`src/rtl/mem_arb_pkg.sv`:
```
// Shared types for the instruction/data memory port arbiter.
// State encoding, requester select and default memory depth.
package mem_arb_pkg;

    typedef enum logic [1:0] {
        IDLE   = 2'd0,
        ACCESS = 2'd1,
        DONE   = 2'd2
    } state_t;

    typedef enum logic {
        SEL_I = 1'b0,
        SEL_D = 1'b1
    } sel_t;

    localparam int DEPTH_WORDS_DEF = 512;

endpackage

```
`src/rtl/mem_port_arbiter_rr_arb2.sv`:
```
// Two-way round-robin arbiter; ptr remembers the side granted last.
// Bit 0 of req/grant is the fetch side, bit 1 the data side.
module rr_arb2
    import mem_arb_pkg::*;
#(
    parameter int RESET_PTR = 1
) (
    input  logic       clk,
    input  logic       rst,
    input  logic       en,
    input  logic [1:0] req,
    output logic [1:0] grant
);

    sel_t ptr;

    always_comb begin
        grant = 2'b00;
        if (en) begin
            if (req == 2'b11)
                grant = (ptr == SEL_D) ? 2'b01 : 2'b10;
            else
                grant = req;
        end
    end

    always_ff @(posedge clk) begin
        if (rst)
            ptr <= (RESET_PTR != 0) ? SEL_D : SEL_I;
        else if (|grant)
            ptr <= grant[1] ? SEL_D : SEL_I;
    end

endmodule

```
`src/rtl/mem_port_arbiter.sv`:
```
// Shares one single-cycle memory between a fetch port and a load/store
// port; every granted access runs IDLE -> ACCESS -> DONE.
module mem_port_arbiter
    import mem_arb_pkg::*;
#(
    parameter int DEPTH_WORDS = DEPTH_WORDS_DEF,
    parameter int RESET_PTR   = 1
) (
    input  logic        clk,
    input  logic        rst,
    input  logic        iReq,
    input  logic [31:0] iAdr,
    output logic        iAck,
    output logic        iErr,
    output logic [31:0] iRdata,
    input  logic        dReq,
    input  logic [31:0] dAdr,
    input  logic [31:0] dWdata,
    input  logic        dWe,
    output logic        dAck,
    output logic        dErr,
    output logic [31:0] dRdata,
    output logic [31:0] memAdr,
    output logic [31:0] writeData,
    output logic        memWrite,
    input  logic [31:0] readData,
    output logic        busy
);

    localparam logic [31:0] DEPTH = 32'(DEPTH_WORDS);

    state_t      state;
    state_t      stateNext;
    sel_t        sel;
    logic [31:0] adrReg;
    logic [31:0] wdataReg;
    logic        weReg;
    logic        errReg;
    logic [1:0]  grant;
    logic        legal;

    rr_arb2 #(
        .RESET_PTR(RESET_PTR)
    ) uArb (
        .clk  (clk),
        .rst  (rst),
        .en   (state == IDLE && !rst),
        .req  ({dReq, iReq}),
        .grant(grant)
    );

    assign legal = (adrReg[1:0] == 2'b00) &&
                   ({2'b00, adrReg[31:2]} < DEPTH);

    always_ff @(posedge clk) begin
        state <= stateNext;
    end

    always_comb begin
        stateNext = state;
        memAdr    = '0;
        writeData = '0;
        memWrite  = 1'b0;
        unique case (state)
            IDLE:    if (|grant) stateNext = ACCESS;
            ACCESS: begin
                stateNext = DONE;
                if (legal) begin
                    memAdr    = adrReg;
                    writeData = wdataReg;
                    memWrite  = weReg && !rst;
                end
            end
            DONE:    stateNext = IDLE;
            default: stateNext = IDLE;
        endcase
        if (rst)
            stateNext = IDLE;
    end

    assign busy = (state != IDLE);
    assign iAck = (state == DONE) && (sel == SEL_I) && !rst;
    assign dAck = (state == DONE) && (sel == SEL_D) && !rst;
    assign iErr = iAck && errReg;
    assign dErr = dAck && errReg;

    // Request fields are copied at grant so later input changes are ignored.
    always_ff @(posedge clk) begin
        if (rst) begin
            sel      <= SEL_I;
            adrReg   <= '0;
            wdataReg <= '0;
            weReg    <= 1'b0;
            errReg   <= 1'b0;
            iRdata   <= '0;
            dRdata   <= '0;
        end else begin
            unique case (state)
                IDLE: begin
                    if (|grant) begin
                        sel      <= grant[1] ? SEL_D : SEL_I;
                        adrReg   <= grant[1] ? dAdr : iAdr;
                        wdataReg <= grant[1] ? dWdata : '0;
                        weReg    <= grant[1] && dWe;
                    end
                end
                ACCESS: begin
                    errReg <= !legal;
                    if (legal && !weReg) begin
                        if (sel == SEL_D)
                            dRdata <= readData;
                        else
                            iRdata <= readData;
                    end
                end
                default: ;
            endcase
        end
    end

endmodule

```
`config.mk`:
```
export PLATFORM = sky130hd
export DESIGN_NAME = mem_port_arbiter
export DESIGN_NICKNAME = d
export VERILOG_FILES = /design/src/rtl/mem_arb_pkg.sv /design/src/rtl/mem_port_arbiter_rr_arb2.sv /design/src/rtl/mem_port_arbiter.sv
export SDC_FILE = /design/constraint.sdc
export NUM_CORES = 1
export LEC_CHECK = 0
export ABC_AREA = 1
export CORE_ASPECT_RATIO = 0.9
export CORE_MARGIN = 2
export CORE_UTILIZATION = 45
export CTS_CLUSTER_SIZE = 12
export DETAILED_ROUTE_END_ITERATION = 8
export PLACE_DENSITY = 0.95
export SLEW_MARGIN = 20
export SYNTH_ARGS = -nofsm -noshare
export SYNTH_HDL_FRONTEND = slang
export SYNTH_SLANG_ARGS = --single-unit
```
`constraint.sdc`:
```
create_clock -name clk -period 3.5 [get_ports clk]
set_input_delay 0.35 -clock clk [delete_from_list [all_inputs] [get_ports clk]]
set_output_delay 0.35 -clock clk [all_outputs]
set_load 0.03 [all_outputs]
```
==> results.cfg, run 1 <==
[outcome]
status = complete, no violations

[die]
die_height_um = 115
fp.dieArea_um2 = 14700
row_count = 40
start_util = 0.461
die_width_um = 128
coreArea_um2 = 13400
io_pins = 267

[critical_path]
cpPeakStageDelay_ns = 0.72
crit_buf_inv = 2
crit_arrival_ns = 2.55
crit_path_max_fanout = 40
cp-end-kind = output pin
cp_slowest_cell = clkdlybuf4s50_1
required_ns = 3.15
cp_common_cell = nor2_1
crit_chain = nor2_1 -> nand2_1 -> nor2_1 -> nand4_2 -> buf_4 -> nor2_1 -> clkdlybuf4s50_1
critPathTopFamily = buffers and inverters
critPathKind = flip-flop to output pin
startpoint_type = flip-flop

[detailed_routing]
wl_um = 17800
drc = 0
drtPass1Iterations = 5
antenna_left = 0
dr.first_iter.drc_count = 451
num_vias = 6583
wl_per_cell_um = 13.3
detail_route.vias_per_cell = 4.93

[clocking]
htree_levels = 4
cts_sinks = 134
hold_buffers = 0
clock_latency_ns = 0.42
cts_resized = 0
cts_root_buffer = clkbuf_16
cts.clk_slew.worst_paths_ns = 0.05
clock_path_buffers = 2
post_cts_buffers = 0
cts_buffers = 17
cts_tree = built

[yosys]
netlist_instances = 945
synth_top_family_by_area = simple AND/OR/NAND/NOR gates
synth_compound_area_frac = 0.0562
ys_seq_elements = 134
synth_xor_area_frac = 0
synthSimpleGateAreaFrac = 0.376
ys_types = 23
synthAdderAreaFrac = 0
seq_area_frac_synth = 0.433
syn-cell-area_um2 = 6190
synth_area_per_cell_um2 = 6.55
synthMuxAreaShare = 0
yosys_warnings = 0

[place]
place_hpwl_um = 12400
post-place-ws_ns = 0.749
gp_congestion = 0.857
io_buffer_count = 243

[timing]
slew_viol_final = 0
slew_headroom = 0.543
worst_pin_slew_ns = 0.685
finalCriticalPeriod_ns = 2.90
fin_setup_tns_ns = 0
final-setup-viol-count = 0
skew_ns = 0.0107
fin_crit_sh = 0.828
rsz0062_at_grt = no
setup_ws_ns = 0.603
fmax_mhz = 345
hold_violations = 0

[grt]
grt_usage = 0.238
grt_pass1_wl_um = 28100
grt_max_degree = 68
grt_pass1_vias = 6148
grt-ovfl-total = 0
antenna_found_initial = 0

[finish]
final_layout_size_suffix_gt1_frac = 0.0471
area_growth_pct = 46.7
final_nets = 1288
n_antenna_cell = 0

[worst_hold_path]
hold_class = flip-flop to flip-flop

[pwr]
vdd_drop_max_mv = 0.319
leakagePower_nw = 3.64
power_density_nw_per_um2 = 452

[job]
cap_viol_max_count = 0
==> routing by layer <==
layer / track usage / vias to the layer above / share of wire
met3: 0.0661 / 40 / 0.082
met2: 0.410 / 304 / 0.50
met4: 0.122 / 0 / 0.027
met5: 0 / - / 0
li1: - / 3291 / -
met1: 0.270 / 2948 / 0.40
==> logic make-up after synthesis <==
logic type | count (synthesis)
buffers and inverters | 173
AO/OA/AOI/OAI | 69
AND/OR/NAND/NOR | 568
flip-flops | 134
other | 1
==> sequential cells by signal, summed over array words and instances, names as in the netlist <==
| signal | count |
|---|---|
| adrReg | 32 |
| dRdata | 32 |
| errReg | 1 |
| iRdata | 32 |
| sel | 1 |
| state | 2 |
| uArb.ptr | 1 |
| wdataReg | 32 |
| weReg | 1 |
==> path summary, 6_finish.rpt <==
kind	start	end	slack, ns	cells past startpoint
min	wdataReg[0]	wdataReg[0]	0.46	2
max	adrReg[16]	writeData[4]	0.60	7
min reg2reg	wdataReg[0]	wdataReg[0]	0.46	2
max reg2reg	state[0]	wdataReg[14]	1.20	8
==> Yosys cell counts, drive strengths merged <==
| cell | number | share of area |
|---|---|---|
| nand2 | 303 | 0.18 |
| nor2 | 193 | 0.12 |
| dfxtp | 134 | 0.43 |
| inv | 86 | 0.052 |
| buf | 70 | 0.071 |
| a21oi | 66 | 0.053 |
| nand4 | 65 | 0.067 |
| clkbuf | 17 | 0.010 |
| nand3 | 3 | 0.0024 |
| nor3 | 2 | 0.0016 |
| o21ai | 2 | 0.0016 |
| and3 | 1 | 0.0010 |
| conb | 1 | 0.00061 |
| nand3b | 1 | 0.0012 |
| o211ai | 1 | 0.0012 |
==> stage by stage <==
step | instance area, um^2 | instances | utilization | total power, W | hold slack (ns)
final | 9080 | 1336 | 0.677 | 0.00410 | 0.458
after global routing | 9080 | 1336 | 0.677 | 0.00429 | 0.484
after CTS | 9080 | 1336 | 0.677 | 0.00413 | 0.462
after detailed placement | 8520 | 1304 | 0.635 | 0.00244 | 0.454
after global placement | 8520 | 1304 | 0.635 | 0.00243 | 0.449
after floorplan | 6270 | 967 | - | 0.00217 | 0.430
==> placed cells by master, fill, tap and decap left out <==
cell,synthesis,final
a21oi_1,66,66
and3_1,1,1
buf_2,23,1
buf_4,36,13
bufinv_16,0,1
clkbuf_1,17,3
clkbuf_16,0,17
clkbuf_8,0,4
clkdlybuf4s50_1,0,242
clkinv_2,0,4
clkinvlp_4,0,3
conb_1,1,23
dfxtp_1,134,134
inv_1,83,82
inv_2,3,4
nand2_1,302,302
nand2_2,1,1
nand3_1,3,3
nand3b_1,1,1
nand4_1,64,64
nand4_2,1,1
nor2_1,189,187
nor2_2,4,4
nor2_4,0,2
nor3_1,2,2
o211ai_1,1,1
o21ai_0,1,1
o21ai_1,1,1
==> worst register-to-register path: stages, from the launching register on <==
cell	delay [ns]
dfxtp_1	0.29
inv_1	0.10
nand3_1	0.15
nand3b_1	0.24
nand2_2	0.50
inv_2	0.40
buf_4	0.32
nand2_1	0.08
a21oi_1	0.06
==> report_power, final <==
group | switching [W] | internal [W] | leakage, nW
sequential | 0.0000422 | 0.00161 | 1.09
clock | 0.000639 | 0.00105 | 0.272
combinational | 0.000466 | 0.000306 | 2.28
total | 0.00115 | 0.00296 | 3.64
==> layout make-up <==
| class | instances | area, um^2 |
|---|---|---|
| Fill cell | 1064 | 4330 |
| Multi-Input combinational cell | 660 | 2780 |
| Sequential cell | 134 | 2680 |
| Timing Repair Buffer | 256 | 2520 |
| Clock buffer | 24 | 492 |
| Inverter | 86 | 323 |
| Tap cell | 168 | 210 |
| Clock inverter | 8 | 72.6 |
Note: power is estimated with default switching activity, not from simulation.
==> run 2, diff against run 1 <==
- CORE_UTILIZATION: 45 -> 43
- PLACE_DENSITY: 0.95 -> 0.91
- clock period: 3.5 -> 3 ns (I/O delays scaled with it)
==> results.cfg, run 2 (synthesis gave the netlist of run 1 again) <==
[outcome]
status = complete, no violations

[clocking]
hold_buffers = 0
cts_buffers = 17
cts_sinks = 134
htree_levels = 4
cts.clk_slew.worst_paths_ns = 0.05
post_cts_buffers = 0
clock_path_buffers = 2
cts_tree = built
clock_latency_ns = 0.41
cts_resized = 0
cts_root_buffer = clkbuf_16

[timing]
setup_ws_ns = 0.204
final-setup-viol-count = 0
slew_viol_final = 0
skew_ns = 0.00718
fmax_mhz = 358
slew_headroom = 0.519
rsz0062_at_grt = no
hold_violations = 0
worst_pin_slew_ns = 0.721
fin_setup_tns_ns = 0
holdWs_ns = 0.161
fin_crit_sh = 0.932
finalCriticalPeriod_ns = 2.80

[die]
coreArea_um2 = 14100
die_width_um = 130
io_pins = 267
fp.dieArea_um2 = 15400
start_util = 0.440
row_count = 41
die_height_um = 118

[worst_hold_path]
hold_class = input port to flip-flop

[finish]
final_layout_size_suffix_gt1_frac = 0.0513
layout_commonest_cell = nand2_1
area_growth_pct = 48.2
n_antenna_cell = 0
final_nets = 1289
finish.instance_area_um2 = 9170
final_cell_mix = nand2_1 (302), clkdlybuf4s50_1 (237), nor2_1 (187)

[pwr]
combPwrFrac = 0.188
p_seq_frac = 0.400
vdd_drop_max_mv = 0.376
leakagePower_nw = 3.67
power_density_nw_per_um2 = 524
power_switching_w = 0.00134
clockPowerShare = 0.412
netSwitchingFraction = 0.279
p_int_w = 0.00346

[critical_path]
cp_slowest_cell = clkdlybuf4s50_1
cp_common_cell = nor2_1
cp-end-kind = output pin
startpoint_type = flip-flop
r2r_start = adrReg[20]
crit_arrival_ns = 2.50
critPathTopFamily = buffers and inverters
ff2ff_path_depth = 10
crit_chain = nor2_1 -> nand2_1 -> nor2_1 -> nand4_2 -> buf_4 -> nor2_1 -> clkdlybuf4s50_1
cp-endpoint = writeData[1]
crit_path_max_fanout = 37
cp.depth = 7
startpoint = adrReg[20]
r2r_slack_ns = 0.88
r2r-end = dRdata[31]
cpPeakStageDelay_ns = 0.70
critPathKind = flip-flop to output pin
crit_buf_inv = 2
required_ns = 2.70

[grt]
grt_max_degree = 66
antenna_found_initial = 0
grt_pass1_vias = 5881
grt_usage = 0.223
grt-ovfl-total = 0
grt_pass1_wl_um = 27500

[place]
place_hpwl_um = 12200
gp_congestion = 0.782
post-place-ws_ns = 0.633
place_area_um2 = 8600
io_buffer_count = 243

[detailed_routing]
antenna_left = 0
wl_per_cell_um = 12.9
dr.first_iter.drc_count = 402
drc = 0
wl_um = 17500
drtPass1Iterations = 5
num_vias = 6501
detail_route.vias_per_cell = 4.77

[job]
cap_viol_max_count = 0
run 2: cell types whose count changed in the layout (fill, tap and decap cells not counted):
cell             previous run  this run
clkdlybuf4s50_1           242       237
clkinvlp_4                  3         4
clkinv_2                    4         2
buf_12                      0         5
buf_4                      13        14
clkbuf_1                    3         4
run 2: power groups by stage:
stage | Sequential [W] | Combinational [W] | Clock (W)
floorplan | 0.00201 | 0.000522 | 0
global placement | 0.00195 | 0.000889 | 0
detailed placement | 0.00196 | 0.000903 | 0
CTS | 0.00192 | 0.000906 | 0.00201
global route | 0.00193 | 0.000996 | 0.00208
finish | 0.00192 | 0.000904 | 0.00198
run 2: worst min-delay path by stage:
stage	end	cells after the start	from	slack [ns]
6_report	state[1]	2	rst	0.16
5_1_grt	state[1]	2	rst	0.14
4_1_cts	state[1]	2	rst	0.15
3_5_place_dp	wdataReg[9]	2	wdataReg[9]	0.45
3_3_place_gp	wdataReg[25]	2	wdataReg[25]	0.45
2_1_floorplan	state[1]	1	rst	0.38
run 2: stage by stage:
step | utilization | instances | power (W)
4_1_cts | 0.652 | 1362 | 0.00483
2_1_floorplan | - | 967 | 0.00254
5_1_grt | 0.652 | 1362 | 0.00501
3_3_place_gp | 0.612 | 1330 | 0.00284
6_report | 0.652 | 1362 | 0.00480
3_5_place_dp | 0.612 | 1330 | 0.00286
run 2: final cells by class:
class	instances	area [um^2]
Clock buffer	25	495
Clock inverter	7	70.1
Tap cell	193	241
Timing Repair Buffer	257	2580
Inverter	86	323
Fill cell	1182	4890
Sequential cell	134	2680
Multi-Input combinational cell	660	2780
run 2: metal layers:
| layer | GRT usage | up-vias | part of all wire |
|---|---|---|---|
| li1 | - | 3293 | - |
| met1 | 0.271 | 2905 | 0.41 |
| met2 | 0.368 | 274 | 0.48 |
| met3 | 0.0655 | 29 | 0.087 |
| met4 | 0.0918 | 0 | 0.018 |
| met5 | 0 | - | 0 |
run 2: worst register-to-register path, delay by kind of cell (launching register included):
family	cells	cell delay, ns
buffers and inverters	3	0.85
flip-flops	1	0.32
AND/OR/NAND/NOR	7	0.89
==> run 3, diff against run 2 <==
- CORE_UTILIZATION: 43 -> 35
- PLACE_DENSITY: 0.91 -> 0.78
- clock period: 3 -> 2.86 ns (I/O delays scaled with it)
==> results.cfg, run 3 (synthesis gave the netlist of run 1 again) <==
[grt]
grt_pass1_wl_um = 28000
grt_max_degree = 68
grt_pass1_vias = 5963
grt_usage = 0.188
grt-ovfl-total = 0
antenna_found_initial = 1

[detailed_routing]
num_vias = 6415
wl_um = 17800
dr.first_iter.drc_count = 275
drtPass1Iterations = 5
detail_route.vias_per_cell = 4.55
wl_per_cell_um = 12.6
drc = 0
antenna_left = 0

[timing]
finalCriticalPeriod_ns = 2.64
hold_violations = 0
fmax_mhz = 379
rsz0062_at_grt = no
fin_crit_sh = 0.923
fin_setup_tns_ns = 0
skew_ns = 0.0105
setup_ws_ns = 0.221
slew_headroom = 0.545
slew_viol_final = 0
final-setup-viol-count = 0
worst_pin_slew_ns = 0.682

[critical_path]
cp_slowest_cell = clkdlybuf4s50_1
critPathTopFamily = buffers and inverters
crit_arrival_ns = 2.35
startpoint_type = flip-flop
cp_common_cell = nor2_1
crit_path_max_fanout = 43
crit_chain = nor2_1 -> nand2_1 -> nor2_1 -> nand4_2 -> buf_4 -> nor2_1 -> clkdlybuf4s50_1
critPathKind = flip-flop to output pin
cp-end-kind = output pin
crit_buf_inv = 2
cpPeakStageDelay_ns = 0.68
required_ns = 2.57

[worst_hold_path]
hold_class = input port to flip-flop

[finish]
final_layout_size_suffix_gt1_frac = 0.0709
layout_commonest_cell = nand2_1
n_fill_cell = 1715
multi_input_area_um2 = 2780
area_growth_pct = 50.0
instances_no_fill = 1410
regArea_um2 = 2680
n_antenna_cell = 0
final_cell_mix = nand2_1 (302), clkdlybuf4s50_1 (215), nor2_1 (187)
final_nets = 1290
final_util = 0.531

[clocking]
cts_sinks = 134
clock_path_buffers = 2
cts_root_buffer = clkbuf_16
cts_buffers = 17
post_cts_buffers = 0
htree_levels = 4
clock_latency_ns = 0.41
cts_tree = built
cts.clk_slew.worst_paths_ns = 0.06

[place]
place_inst = 1378
gp_congestion = 0.791
post-place-ws_ns = 0.647
place_hpwl_um = 12500
io_buffer_count = 243

[die]
die_height_um = 130
coreArea_um2 = 17500
fp.dieArea_um2 = 18800
die_width_um = 144
row_count = 46
start_util = 0.354
io_pins = 267

[pwr]
vdd_drop_max_mv = 0.372
power_density_nw_per_um2 = 575
leakagePower_nw = 3.78

[job]
cap_viol_max_count = 0

[outcome]
status = complete, no violations
run 3: area by class of cell:
type	count	area share
flip-flops and latches	134	0.289
multi-input cells	660	0.299
repair buffers	258	0.276
well taps	240	0.0323
inverters	86	0.0348
clock buffers	20	0.0470
clock inverters	12	0.0217
run 3: path summary, 6_finish.rpt:
check	slack, ns	to	cells after the start	startpoint
max	0.22	writeData[13]	7	adrReg[20]
max reg2reg	0.90	dRdata[0]	9	adrReg[20]
min	0.12	state[1]	2	rst
min reg2reg	0.46	wdataReg[13]	2	wdataReg[13]
run 3: layer usage:
metal | vias to the layer above | part of all wire | global-route usage
li1 | 3292 | - | -
met1 | 2846 | 0.43 | 0.224
met2 | 255 | 0.47 | 0.320
met3 | 20 | 0.087 | 0.0613
met4 | 2 | 0.013 | 0.0674
met5 | - | 0.00062 | 0
run 3: metrics by stage:
step	total power, W	hold WS [ns]	cell area (um^2)
after detailed placement	0.00301	0.453	8640
after global placement	0.00299	0.448	8640
final	0.00533	0.120	9280
after floorplan	0.00266	0.366	6270
after CTS	0.00539	0.120	9280
after global routing	0.00556	0.133	9280
run 3: where the power goes:
part	switching, W	leakage [nW]	internal [W]
sequential	0.0000498	1.09	0.00196
clock	0.000822	0.305	0.00155
combinational	0.000568	2.39	0.000381
run 3: worst reg2reg max path, stage by stage, from the launching register on:
cell	delay, ns
dfxtp_1	0.31
nor2_1	0.10
nand2_1	0.06
nor2_1	0.19
nand2_1	0.13
nor2_4	0.10
buf_4	0.50
nand4_1	0.30
nand2_1	0.12
nor2_1	0.04
run 3: timing repair:
action / 4_1_cts / 5_1_grt
hold buffers: 0 / 0
gates resized for setup: 0 / 1
endpoints found under the setup margin: 0 / 1
